`config.mk`:
```
export PLATFORM = sky130hd
export DESIGN_NAME = axi_range_reader_flat
export DESIGN_NICKNAME = d
export VERILOG_FILES = /design/src/rtl/axi_range_reader_if.sv /design/src/rtl/axi_range_reader.sv /design/src/flat_wrapper.sv
export SDC_FILE = /design/constraint.sdc
export NUM_CORES = 1
export LEC_CHECK = 0
export CORE_MARGIN = 1
export CORE_UTILIZATION = 46
export DETAILED_ROUTE_END_ITERATION = 6
export PLACE_DENSITY = 0.89
export SYNTH_ARGS = -nofsm -noshare
export SYNTH_HDL_FRONTEND = slang
export SYNTH_SLANG_ARGS = --single-unit
```
`constraint.sdc`:
```
create_clock -name clk_i -period 3.5 [get_ports clk_i]
set_clock_uncertainty 0.1 [all_clocks]
set_input_delay 0.7 -clock clk_i [delete_from_list [all_inputs] [get_ports clk_i]]
set_output_delay 0.7 -clock clk_i [all_outputs]
set_load 0.01 [all_outputs]
```
`src/rtl/axi_range_reader_if.sv`:
```
// AXI read-channel (AR/R) plus address-tagged output stream used by axi_range_reader.
// master = the range reader; slave = the memory and the stream consumer.
interface axi_range_reader_if #(
  parameter int unsigned ADDR_W = 32,
  parameter int unsigned DATA_W = 64
);
  logic [ADDR_W-1:0] ar_addr;
  logic [2:0]        ar_size;
  logic              ar_valid;
  logic              ar_ready;
  logic [DATA_W-1:0] r_data;
  logic [1:0]        r_resp;
  logic              r_valid;
  logic              r_ready;
  logic [DATA_W-1:0] out_data;
  logic [ADDR_W-1:0] out_addr;
  logic              out_last;
  logic              out_valid;
  logic              out_ready;

  modport master (
    output ar_addr, ar_size, ar_valid, r_ready, out_data, out_addr, out_last, out_valid,
    input  ar_ready, r_data, r_resp, r_valid, out_ready
  );

  modport slave (
    input  ar_addr, ar_size, ar_valid, r_ready, out_data, out_addr, out_last, out_valid,
    output ar_ready, r_data, r_resp, r_valid, out_ready
  );
endinterface

```
`src/rtl/axi_range_reader.sv`:
```
// AXI read master sweeping an inclusive address range one beat at a time and streaming each
// returned word, tagged with its address, to a valid/ready consumer.
module axi_range_reader #(
  parameter int unsigned ADDR_W = 32,
  parameter int unsigned DATA_W = 64
) (
  input  logic                clk_i,
  input  logic                rst_ni,
  input  logic                start_i,
  input  logic [ADDR_W-1:0]   addr_begin_i,
  input  logic [ADDR_W-1:0]   addr_end_i,
  input  logic [1:0]          size_i,
  output logic                busy_o,
  output logic                done_o,
  output logic                error_o,
  output logic [ADDR_W-1:0]   err_addr_o,
  axi_range_reader_if.master  bus
);

  typedef enum logic [2:0] {StIdle, StAddr, StData, StPush, StDone} state_e;

  state_e              state_q, state_d;
  logic [ADDR_W-1:0]   cur_q, cur_d;
  logic [ADDR_W-1:0]   end_q, end_d;
  logic [1:0]          size_q, size_d;
  logic [DATA_W-1:0]   data_q, data_d;
  logic                last_q, last_d;
  logic                busy_q, busy_d;
  logic                done_q, done_d;
  logic                error_q, error_d;
  logic [ADDR_W-1:0]   err_addr_q, err_addr_d;
  logic                ar_valid_q, ar_valid_d;
  logic                r_ready_q, r_ready_d;
  logic                out_valid_q, out_valid_d;

  logic [ADDR_W-1:0]   in_mask;
  logic [ADDR_W-1:0]   step;
  logic                cfg_bad;

  // Alignment checks on both ends make the sweep land exactly on addr_end, so cur never wraps.
  always_comb begin
    in_mask = (ADDR_W'(1) << size_i) - ADDR_W'(1);
    step    = ADDR_W'(1) << size_q;
    cfg_bad = (size_i == 2'd0) || (addr_begin_i > addr_end_i) ||
              ((addr_begin_i & in_mask) != '0) || ((addr_end_i & in_mask) != '0) ||
              (((addr_end_i - addr_begin_i) & in_mask) != '0);
  end

  always_comb begin
    state_d     = state_q;
    cur_d       = cur_q;
    end_d       = end_q;
    size_d      = size_q;
    data_d      = data_q;
    last_d      = last_q;
    busy_d      = busy_q;
    done_d      = 1'b0;
    error_d     = error_q;
    err_addr_d  = err_addr_q;
    ar_valid_d  = ar_valid_q;
    r_ready_d   = r_ready_q;
    out_valid_d = out_valid_q;

    case (state_q)
      StIdle: begin
        if (start_i) begin
          cur_d      = addr_begin_i;
          end_d      = addr_end_i;
          size_d     = size_i;
          error_d    = 1'b0;
          err_addr_d = '0;
          if (cfg_bad) begin
            error_d    = 1'b1;
            err_addr_d = addr_begin_i;
            done_d     = 1'b1;
            busy_d     = 1'b0;
            state_d    = StDone;
          end else begin
            busy_d     = 1'b1;
            ar_valid_d = 1'b1;
            state_d    = StAddr;
          end
        end
      end
      StAddr: begin
        if (bus.ar_ready) begin
          ar_valid_d = 1'b0;
          r_ready_d  = 1'b1;
          state_d    = StData;
        end
      end
      StData: begin
        if (bus.r_valid) begin
          r_ready_d = 1'b0;
          if (bus.r_resp != 2'd0) begin
            error_d    = 1'b1;
            err_addr_d = cur_q;
            done_d     = 1'b1;
            busy_d     = 1'b0;
            state_d    = StDone;
          end else begin
            data_d      = bus.r_data;
            last_d      = (cur_q == end_q);
            out_valid_d = 1'b1;
            state_d     = StPush;
          end
        end
      end
      StPush: begin
        if (bus.out_ready) begin
          out_valid_d = 1'b0;
          if (last_q) begin
            done_d  = 1'b1;
            busy_d  = 1'b0;
            state_d = StDone;
          end else begin
            cur_d      = cur_q + step;
            ar_valid_d = 1'b1;
            state_d    = StAddr;
          end
        end
      end
      StDone: begin
        state_d = StIdle;
      end
      default: begin
        state_d = StIdle;
      end
    endcase
  end

  always_ff @(posedge clk_i or negedge rst_ni) begin
    if (!rst_ni) begin
      state_q     <= StIdle;
      cur_q       <= '0;
      end_q       <= '0;
      size_q      <= '0;
      data_q      <= '0;
      last_q      <= 1'b0;
      busy_q      <= 1'b0;
      done_q      <= 1'b0;
      error_q     <= 1'b0;
      err_addr_q  <= '0;
      ar_valid_q  <= 1'b0;
      r_ready_q   <= 1'b0;
      out_valid_q <= 1'b0;
    end else begin
      state_q     <= state_d;
      cur_q       <= cur_d;
      end_q       <= end_d;
      size_q      <= size_d;
      data_q      <= data_d;
      last_q      <= last_d;
      busy_q      <= busy_d;
      done_q      <= done_d;
      error_q     <= error_d;
      err_addr_q  <= err_addr_d;
      ar_valid_q  <= ar_valid_d;
      r_ready_q   <= r_ready_d;
      out_valid_q <= out_valid_d;
    end
  end

  assign busy_o        = busy_q;
  assign done_o        = done_q;
  assign error_o       = error_q;
  assign err_addr_o    = err_addr_q;
  assign bus.ar_addr   = cur_q;
  assign bus.ar_size   = {1'b0, size_q};
  assign bus.ar_valid  = ar_valid_q;
  assign bus.r_ready   = r_ready_q;
  assign bus.out_data  = data_q;
  assign bus.out_addr  = cur_q;
  assign bus.out_last  = last_q;
  assign bus.out_valid = out_valid_q;

endmodule

```
`src/flat_wrapper.sv`:
```
// flat-port wrapper written by rule: the top's interface ports become plain ports
module axi_range_reader_flat 
#(
  parameter int unsigned ADDR_W = 32,
  parameter int unsigned DATA_W = 64
)
  (clk_i, rst_ni, start_i, addr_begin_i, addr_end_i, size_i, busy_o, done_o, error_o, err_addr_o, bus_ar_addr, bus_ar_size, bus_ar_valid, bus_r_ready, bus_out_data, bus_out_addr, bus_out_last, bus_out_valid, bus_ar_ready, bus_r_data, bus_r_resp, bus_r_valid, bus_out_ready);
  axi_range_reader_if #(.ADDR_W(ADDR_W), .DATA_W(DATA_W)) bus_i ();
  input  logic clk_i;
  input  logic rst_ni;
  input  logic start_i;
  input  logic [ADDR_W-1:0] addr_begin_i;
  input  logic [ADDR_W-1:0] addr_end_i;
  input  logic [1:0] size_i;
  output logic busy_o;
  output logic done_o;
  output logic error_o;
  output logic [ADDR_W-1:0] err_addr_o;
  output wire logic [$bits(bus_i.ar_addr)-1:0] bus_ar_addr;
  output wire logic [$bits(bus_i.ar_size)-1:0] bus_ar_size;
  output wire logic [$bits(bus_i.ar_valid)-1:0] bus_ar_valid;
  output wire logic [$bits(bus_i.r_ready)-1:0] bus_r_ready;
  output wire logic [$bits(bus_i.out_data)-1:0] bus_out_data;
  output wire logic [$bits(bus_i.out_addr)-1:0] bus_out_addr;
  output wire logic [$bits(bus_i.out_last)-1:0] bus_out_last;
  output wire logic [$bits(bus_i.out_valid)-1:0] bus_out_valid;
  input wire logic [$bits(bus_i.ar_ready)-1:0] bus_ar_ready;
  input wire logic [$bits(bus_i.r_data)-1:0] bus_r_data;
  input wire logic [$bits(bus_i.r_resp)-1:0] bus_r_resp;
  input wire logic [$bits(bus_i.r_valid)-1:0] bus_r_valid;
  input wire logic [$bits(bus_i.out_ready)-1:0] bus_out_ready;
  assign bus_ar_addr = bus_i.ar_addr;
  assign bus_ar_size = bus_i.ar_size;
  assign bus_ar_valid = bus_i.ar_valid;
  assign bus_r_ready = bus_i.r_ready;
  assign bus_out_data = bus_i.out_data;
  assign bus_out_addr = bus_i.out_addr;
  assign bus_out_last = bus_i.out_last;
  assign bus_out_valid = bus_i.out_valid;
  assign bus_i.ar_ready = bus_ar_ready;
  assign bus_i.r_data = bus_r_data;
  assign bus_i.r_resp = bus_r_resp;
  assign bus_i.r_valid = bus_r_valid;
  assign bus_i.out_ready = bus_out_ready;
  axi_range_reader #(.ADDR_W(ADDR_W), .DATA_W(DATA_W)) u_core (.clk_i(clk_i), .rst_ni(rst_ni), .start_i(start_i), .addr_begin_i(addr_begin_i), .addr_end_i(addr_end_i), .size_i(size_i), .busy_o(busy_o), .done_o(done_o), .error_o(error_o), .err_addr_o(err_addr_o), .bus(bus_i));
endmodule
```
==> results.md, run 1 <==
- Layout cells sized above 1: 0.2914
- EDFF count, synth: 0
- CTS Root Cell: clkbuf_16
- Worst vdd ir: 0.4006 mV
- Setup ws final: 0.08828 ns
- Sequential Power Share: 0.328
- Via Count: 9831
- First-pass GRT wire length: 53480 µm
- Minimum clock period: 3.412 ns
- Slew @ Worst Pin: 1.238 ns
- Ys Warns: 0
- Synth-to-Final Area Change: 52.79%
- DRC Markers: 0
- Final hold vios: 0
- Max-cap viol count: 0
- Clk network pwr share: 0.159
- Post-DRT Antenna Nets: 0
- Cts hold-fix bufs: 0
- Vias/cell: 5.905
- Number of synthesized register bits: 172
- Die Y: 149.1 µm
- Initial antenna violation count: 0
- Share of the synthesized area in the top cell type: 0.4327
- GP Congestion: 0.9285
- Post-route cell area: 15200 µm²
- Dpl hpwl: 26020 µm
- Dpl cell area: 14000 µm²
- Antenna cell count: 0
- Pint: 0.006985 W
- CORE AREA: 21090 µm²
- Status: completed
- Row cnt: 53
- Inserted Clock Buffers: 17
- Critical Path End Type: register
- Fin. max-slew vios: 0
- 1st-pass router iterations: 7
- Crit Path Category: in2reg
- Fillers: 1437
- Initial DRC Count: 832
- Setup_tns: 0 ns
- Largest net degree at the start of global routing: 67
- Combinational share of power: 0.512
- Gate Count Post-Synth: 991
- Overall Global Routing Usage: 0.3168
- Die area: 22220 µm²
- Gr ovfl total: 0
- Hold Path Class: in2async
- Top-Level Pins: 308
- Port Buffers: 306
- Post-synth top area cell: dfrtp_1
- # clock sinks: 172
- Post-synth top cells: 172 x dfrtp_1, 106 x a21oi_1, 98 x mux2_2
- Sw Ratio: 0.4051
- CP max FO: 4
- Ys async rst share: 1.000
- Relative slew slack: 0.1748
- Routed len/inst: 21.57 µm
- Synthesized cell area: 9947 µm²
- Ys flop type: dfrtp_1
- Initial core utilization: 0.4717
- Clock slew at reported path FFs: 0.08 ns
- Final hold slack: 0.1523 ns
- Most frequent cell after synthesis: dfrtp_1
- WL final: 35910 µm
- Syn Nets: 1167
- Die width: 149.1 µm
- CTS tree: done
- Sequential fraction of the synthesis area: 0.4327
- Leak Pwr: 6.756 nW
- Clk buf depth: 2
- Switching power total: 0.004757 W
- Worst skew pair latency: 0.44 ns
- Worst EP arrival: 3.68 ns
- Fmax: 293.1 MHz
- Worst setup SP type: input port
- Netlist cell types: 65
- CTS H-tree lvls: 4
- Mean post-synth cell area: 10.04 µm²
- CP required: 3.77 ns
- Setup violators final: 0
- Vias in the first global route: 9799
- Post-place setup slack: -0.8276 ns
- End-of-flow core utilization: 0.7207
- Synth top area cells: dfrtp_1 43%, mux2_2 11%, a21oi_1 5.3%, ha_1 4.5%, o31ai_2 3.5%
- Layout Nets: 1553
- Total power per unit cell area: 772.6 nW/µm²
- Final period utilization: 0.9748
cell usage in the layout (no fill, tap or decap), types with 29 or more instances in the layout:
master | Yosys | layout
clkdlybuf4s50_1 | 0 | 258
dfrtp_1 | 172 | 172
buf_4 | 33 | 135
a21oi_1 | 106 | 98
mux2_2 | 98 | 98
nor2_1 | 62 | 58
nand2_1 | 58 | 57
and3_1 | 39 | 39
o21ai_0 | 36 | 33
xor2_1 | 33 | 33
dlymetal6s2s_1 | 0 | 29
power groups by stage:
stage | combinational, W | sequential [W] | clock [W]
2_1_floorplan | 0.00285 | 0.00386 | 0
6_report | 0.00602 | 0.00386 | 0.00187
4_1_cts | 0.00590 | 0.00382 | 0.00188
5_1_grt | 0.00639 | 0.00396 | 0.00197
3_3_place_gp | 0.00566 | 0.00379 | 0
3_5_place_dp | 0.00581 | 0.00386 | 0
worst max-delay path, cell delays in order:
cell and delay, ns:
clkdlybuf4s50_1 0.54, ha_4 0.35, buf_4 0.12, a21oi_1 0.05, or4_4 0.53, a2111oi_4 0.34, o2111ai_2 0.15, nor3_2 0.16
a311oi_2 0.16, buf_4 0.18, nor4_4 0.19, o221a_1 0.21
metal layers:
metal  vias to the layer above  wire length, µm  GRT usage
met5                         -                0          0
met4                         0             1587     0.1520
met3                       117             3037    0.06422
met2                       613            17900     0.5516
met1                      4776            13390     0.3721
li1                       4325                -          -
repair_timing:
action	CTS	global route
setup buffers	5	3
pin swaps	24	17
resized for setup	76	68
setup endpoints to repair	37	44
cells by family (layout without fill, tap and decap cells):
kind of cell | Yosys count | count (layout) | share of synthesized area
DFF | 172 | 172 | 0.4327
adders and majority gates | 38 | 38 | 0.04931
other | 1 | 1 | 0.0003770
and+or+nand+nor | 242 | 242 | 0.1199
buffers and inverters | 131 | 530 | 0.06415
xor gates and xnor gates | 38 | 38 | 0.03346
muxes | 99 | 99 | 0.1119
AOI/OAI and AO/OA | 270 | 270 | 0.1882
through the flow:
step | power [W] | instances
6_report | 0.01174 | 1665
5_1_grt | 0.01233 | 1665
4_1_cts | 0.01160 | 1662
3_5_place_dp | 0.009669 | 1625
3_3_place_gp | 0.009452 | 1625
2_1_floorplan | 0.006709 | 991
flip-flops by register name (all words and copies together) (netlist names):
register,count
u_core.bus.out_data,64
u_core.bus.ar_addr,32
u_core.end_q,32
u_core.err_addr_o,32
u_core.state_q,3
u_core.size_q,2
u_core.bus.ar_valid,1
u_core.bus.out_last,1
u_core.bus.out_valid,1
u_core.bus.r_ready,1
u_core.busy_o,1
u_core.done_o,1
u_core.error_o,1
path summary, 6_finish.rpt:
check	startpoint	end	slack [ns]	cells past startpoint
setup reg to reg	u_core.size_q[0]$_DFFE_PN0P_	u_core.bus.ar_addr[30]$_DFFE_PN0P_	0.28	13
setup / recovery	addr_end_i[26]	u_core.state_q[0]$_DFFE_PN0P_	0.09	12
hold / removal	rst_ni	u_core.bus.out_data[52]$_DFFE_PN0P_	0.15	1
hold reg to reg	u_core.err_addr_o[26]$_DFFE_PN0P_	u_core.err_addr_o[26]$_DFFE_PN0P_	0.40	2
min in group clk_i	u_core.err_addr_o[26]$_DFFE_PN0P_	u_core.err_addr_o[26]$_DFFE_PN0P_	0.40	2
max in group asynchronous	rst_ni	u_core.state_q[1]$_DFFE_PN0P_	2.42	2
cell type report:
cell class	count	area (µm²)	area share
Inverter	51	191.4	0.01260
Sequential cell	172	4304	0.2832
Clock buffer	17	425.4	0.02799
Timing Repair Buffer	447	4239	0.2789
Multi-Input combinational cell	688	5545	0.3649
Clock inverter	15	148.9	0.009797
Tap cell	275	344.1	0.02264
Power figures use the tool's default switching activity.
==> run 2, diff against run 1 <==
--- a/config.mk
+++ b/config.mk
@@ -9,6 +9,7 @@
 export CORE_UTILIZATION = 46
 export DETAILED_ROUTE_END_ITERATION = 6
 export PLACE_DENSITY = 0.89
+export RECOVER_POWER = 100
 export SYNTH_ARGS = -nofsm -noshare
 export SYNTH_HDL_FRONTEND = slang
 export SYNTH_SLANG_ARGS = --single-unit
==> results.md, run 2 (same netlist as run 1, synthesis figures left out) <==
- Switching power total: 0.004670 W
- Violated checks: capacitance limit, slew limit
- Minimum clock period: 3.417 ns
- Overall Global Routing Usage: 0.3168
- Clock slew at reported path FFs: 0.08 ns
- Port Buffers: 306
- Largest net degree at the start of global routing: 67
- CTS tree: done
- Gr ovfl total: 0
- CP max FO: 4
- Routed len/inst: 21.44 µm
- Pint: 0.006623 W
- Combinational share of power: 0.498
- WL final: 35710 µm
- Status: finished, violations left
- Worst vdd ir: 0.3858 mV
- Clk buf depth: 2
- Final period utilization: 0.9762
- Hold path cells: 2
- Cts hold-fix bufs: 0
- Relative slew slack: -0.1071
- CTS H-tree lvls: 4
- Sw Ratio: 0.4136
- Total power: 0.01129 W
- Sequential Power Share: 0.338
- Leak Pwr: 6.872 nW
- Setup ws final: 0.08326 ns
- Worst-case reg-to-reg path depth: 13
- Fmax: 292.7 MHz
- CORE AREA: 21090 µm²
- Hold Path Class: reg2reg
- CP required: 3.77 ns
- RR Startpoint: u_core.size_q[0]$_DFFE_PN0P_
- Post-DRT Antenna Nets: 0
- Synth-to-Final Area Change: 51.38%
- R2R Setup Slk: 0.25 ns
- Initial antenna violation count: 0
- # clock sinks: 172
- GP Congestion: 0.9285
- CTS Root Cell: clkbuf_16
- Antenna cell count: 0
- DRC Markers: 0
- Setup violators final: 0
- Final hold vios: 0
- Layout Nets: 1553
- Worst skew pair latency: 0.44 ns
- Hold path startpoint: u_core.err_addr_o[17]$_DFFE_PN0P_
- Initial DRC Count: 751
- Commonest non-fill, non-tap cell in the layout: dfrtp_1
- Max reg flops: 64
- Fin. max-slew vios: 130
- Post-place setup slack: -0.8276 ns
- Top-Level Pins: 308
- Commonest cells after routing, fill and taps aside: 172 x dfrtp_1, 170 x dlygate4sd3_1, 128 x buf_4
- Via Count: 9752
- Critical Path End Type: register
- Inserted Clock Buffers: 17
- 1st-pass router iterations: 6
- WHS Endpoint: u_core.err_addr_o[17]$_DFFE_PN0P_
- Worst EP arrival: 3.68 ns
- Crit Reg-Reg Endpoint: u_core.bus.ar_addr[30]$_DFFE_PN0P_
- Crit Path Category: in2reg
- End-of-flow core utilization: 0.7141
- Vias/cell: 5.857
- Die Y: 149.1 µm
- Die width: 149.1 µm
- Vias in the first global route: 9799
- Clk network pwr share: 0.165
- Setup_tns: 0 ns
- Total power per unit cell area: 750.0 nW/µm²
- Row cnt: 53
- Worst setup SP type: input port
- Slew @ Worst Pin: 1.661 ns
- Fillers: 1464
- Layout cells sized above 1: 0.2770
- Dpl hpwl: 26020 µm
- First-pass GRT wire length: 53480 µm
- Initial core utilization: 0.4717
- Die area: 22220 µm²
- Max-cap viol count: 2
## run 2: layer usage
layer | up-vias | share of wire | track usage
met3 | 123 | 0.088 | 0.06422
met1 | 4722 | 0.37 | 0.3721
met5 | - | 0 | 0
met2 | 569 | 0.50 | 0.5516
met4 | 0 | 0.047 | 0.1520
li1 | 4338 | - | -
## run 2: metrics by stage
stage	area, µm²	std cells	hold slack, ns
2_1_floorplan	9951	991	0.3044
3_3_place_gp	14000	1625	0.3759
3_5_place_dp	14000	1625	0.3848
4_1_cts	14940	1662	0.1744
5_1_grt	15060	1665	0.4109
6_report	15060	1665	0.3917
## run 2: repair_timing
item | in CTS | in global routing
buffers inserted | 5 | 3
endpoints found under the setup margin | 37 | 44
pin swaps | 24 | 17
gates resized for setup | 76 | 68
## run 2: power groups by stage
| stage | combinational, W | sequential [W] | clock [W] |
|---|---|---|---|
| 5_1_grt | 0.00600 | 0.00393 | 0.00197 |
| 3_5_place_dp | 0.00581 | 0.00386 | 0 |
| 3_3_place_gp | 0.00566 | 0.00379 | 0 |
| 4_1_cts | 0.00590 | 0.00382 | 0.00188 |
| 6_report | 0.00562 | 0.00381 | 0.00186 |
| 2_1_floorplan | 0.00285 | 0.00386 | 0 |
## run 2: layout make-up
type,instances,area [µm²],area share
Clock inverter,15,148.9,0.009888
Timing Repair Buffer,447,4183,0.2778
Tap cell,275,344.1,0.02285
Inverter,51,191.4,0.01271
Clock buffer,17,425.4,0.02825
Sequential cell,172,4304,0.2858
Multi-Input combinational cell,688,5461,0.3627
## run 2: worst max-delay path, stage by stage
cell and delay [ns]:
clkdlybuf4s50_1 0.54, ha_4 0.34, buf_4 0.13, a21oi_1 0.05, or4_4 0.53, a2111oi_4 0.34, o2111ai_2 0.15, nor3_2 0.16
a311oi_2 0.16, buf_4 0.18, nor4_4 0.20, o221a_1 0.21
## run 2: how the worst max path moves through the flow
stage | endpoint | startpoint | slack (ns)
after detailed placement | u_core.state_q[0]$_DFFE_PN0P_ | addr_end_i[0] | -0.83
after global routing | u_core.state_q[0]$_DFFE_PN0P_ | addr_begin_i[4] | -0.02
final | u_core.state_q[0]$_DFFE_PN0P_ | addr_end_i[26] | 0.08
after global placement | u_core.bus.ar_valid$_DFFE_PN0P_ | addr_end_i[0] | -0.73
after CTS | u_core.bus.ar_valid$_DFFE_PN0P_ | addr_begin_i[10] | 0.003
after floorplan | u_core.done_o$_DFF_PN0_ | addr_begin_i[15] | 0.03
==> run 3, diff against run 2 <==
--- a/config.mk
+++ b/config.mk
@@ -9,7 +9,7 @@
 export CORE_UTILIZATION = 46
 export DETAILED_ROUTE_END_ITERATION = 6
 export PLACE_DENSITY = 0.89
-export RECOVER_POWER = 100
+export RECOVER_POWER = 50
 export SYNTH_ARGS = -nofsm -noshare
 export SYNTH_HDL_FRONTEND = slang
 export SYNTH_SLANG_ARGS = --single-unit
==> results.md, run 3 (same netlist as run 1, synthesis figures left out) <==
- Area of the multi-input gates: 5545 µm²
- CORE AREA: 21090 µm²
- Final period utilization: 0.9706
- Minimum clock period: 3.397 ns
- Relative slew slack: -0.1252
- Overall Global Routing Usage: 0.3168
- CP max FO: 4
- Routed len/inst: 21.53 µm
- Fmax: 294.4 MHz
- Layout cells sized above 1: 0.2914
- CP max-delay cell: clkdlybuf4s50_1
- GP Congestion: 0.9285
- Post-DRT Antenna Nets: 0
- Vias/cell: 5.868
- Cts hold-fix bufs: 0
- DRC Markers: 0
- Gr ovfl total: 0
- Initial DRC Count: 844
- Worst skew pair latency: 0.44 ns
- End-of-flow core utilization: 0.7190
- # clock sinks: 172
- Crit path buffers/inverters: 3
- Initial antenna violation count: 0
- Setup_tns: 0 ns
- CTS Root Cell: clkbuf_16
- Clk buf depth: 2
- Largest net degree at the start of global routing: 67
- Die Y: 149.1 µm
- Dpl hpwl: 26020 µm
- Max incr delay on CP: 0.53 ns
- Initial core utilization: 0.4717
- Commonest cells after routing, fill and taps aside: 175 x clkdlybuf4s50_1, 172 x dfrtp_1, 135 x buf_4
- Clock slew at reported path FFs: 0.08 ns
- Total power per unit cell area: 763.1 nW/µm²
- Max-cap viol count: 1
- Worst EP arrival: 3.67 ns
- Antenna cell count: 0
- Leak Pwr: 6.881 nW
- Synth-to-Final Area Change: 52.43%
- Fin. max-slew vios: 63
- First-pass GRT wire length: 53480 µm
- WL final: 35850 µm
- Final hold vios: 0
- Status: finished, violations left
- Vias in the first global route: 9799
- Critical path's top delay family: compound AO/OA/AOI/OAI gates
- Worst setup SP type: input port
- 1st-pass router iterations: 6
- CP dominant cell by count: buf_4
- Row cnt: 53
- Hold Path Class: reg2reg
- Violated checks: capacitance limit, slew limit
- Top-Level Pins: 308
- Critical Path End Type: register
- Fillers: 1442
- Worst vdd ir: 0.4000 mV
- Die width: 149.1 µm
- CTS H-tree lvls: 4
- Layout Nets: 1553
- Port Buffers: 306
- Sequential cell area: 4304 µm²
- Via Count: 9771
- CTS tree: done
- Crit-path cells: clkdlybuf4s50_1 > ha_4 > buf_4 > a21oi_1 > or4_4 > a2111oi_4 > o2111ai_2 > nor3_2 > a311oi_2 > buf_4 > nor4_4 > o221a_1
- Setup violators final: 0
- Crit Path Category: in2reg
- CP required: 3.77 ns
- Slew @ Worst Pin: 1.688 ns
- Inserted Clock Buffers: 17
- Commonest non-fill, non-tap cell in the layout: clkdlybuf4s50_1
- Die area: 22220 µm²
- Max reg flops: 64
[run 3: changes by cell type in the layout (fill, tap and decap cells not counted)]
cell / before / now
mux2_1: 1 / 0
clkdlybuf4s50_1: 88 / 175
clkbuf_1: 2 / 0
o31ai_2: 11 / 27
a21oi_1: 99 / 98
clkbuf_2: 8 / 3
a21oi_2: 7 / 8
buf_4: 128 / 135
mux2_2: 97 / 98
o31ai_1: 22 / 6
dlygate4sd3_1: 170 / 83
[run 3: path summary, 6_finish.rpt]
| kind | cells after the start | slack, ns | to | start |
|---|---|---|---|---|
| min | 2 | 0.39 | u_core.err_addr_o[17]$_DFFE_PN0P_ | u_core.err_addr_o[17]$_DFFE_PN0P_ |
| min reg2reg | 2 | 0.39 | u_core.err_addr_o[17]$_DFFE_PN0P_ | u_core.err_addr_o[17]$_DFFE_PN0P_ |
| max | 12 | 0.10 | u_core.state_q[0]$_DFFE_PN0P_ | addr_end_i[26] |
| max reg2reg | 13 | 0.26 | u_core.bus.ar_addr[26]$_DFFE_PN0P_ | u_core.size_q[0]$_DFFE_PN0P_ |
| min in group asynchronous | 1 | 0.58 | u_core.bus.out_data[52]$_DFFE_PN0P_ | rst_ni |
| max in group asynchronous | 2 | 0.53 | u_core.state_q[1]$_DFFE_PN0P_ | rst_ni |
[run 3: final cells by class]
class                   instances  share of cell area
inverters                      51             0.01263
clock inverters                15            0.009820
well taps                     275             0.02269
repair buffers                447              0.2772
multi-input cells             688              0.3657
flip-flops and latches        172              0.2839
clock buffers                  17             0.02806
[run 3: worst register-to-register path: stages, from the launching register on]
cell,delay [ns]
dfrtp_1,0.45
nor2_1,0.14
ha_1,0.18
inv_1,0.06
fa_1,0.40
nor2b_1,0.17
o21ai_0,0.14
a21boi_1,0.32
nand3_2,0.25
nor4_1,0.33
buf_4,0.21
nand2_1,0.10
o22ai_1,0.18
a2bb2oi_1,0.11
[run 3: timing repair]
item                       4_1_cts  5_1_grt
pin swaps                       24       17
setup endpoints to repair       37       44
setup buffers                    5        3
gates resized for setup         76       68
gates cloned                     0        0
[run 3: stage by stage]
step	instance area (µm²)	power, W	hold slack [ns]	setup slack, ns	cells
floorplan	9951	0.006709	0.3044	0.03272	991
global placement	14000	0.009452	0.3759	-0.7271	1625
detailed placement	14000	0.009669	0.3848	-0.8276	1625
CTS	14940	0.01160	0.1744	0.003493	1662
global route	15160	0.01216	0.4107	-0.02132	1665
finish	15160	0.01157	0.3944	0.1028	1665
[run 3: metal layers]
| layer | up-vias | GRT usage | wire (µm) | part of all wire |
|---|---|---|---|---|
| met5 | - | 0 | 0 | 0 |
| met4 | 0 | 0.1520 | 1517 | 0.042 |
| met3 | 112 | 0.06422 | 3088 | 0.086 |
| met2 | 583 | 0.5516 | 17910 | 0.50 |
| met1 | 4743 | 0.3721 | 13330 | 0.37 |
| li1 | 4333 | - | - | - |
[run 3: power breakdown]
part           total [W]  internal, W  switching, W
clock network    0.00187     0.000948      0.000920
registers        0.00384      0.00289      0.000950
logic            0.00586      0.00300       0.00287
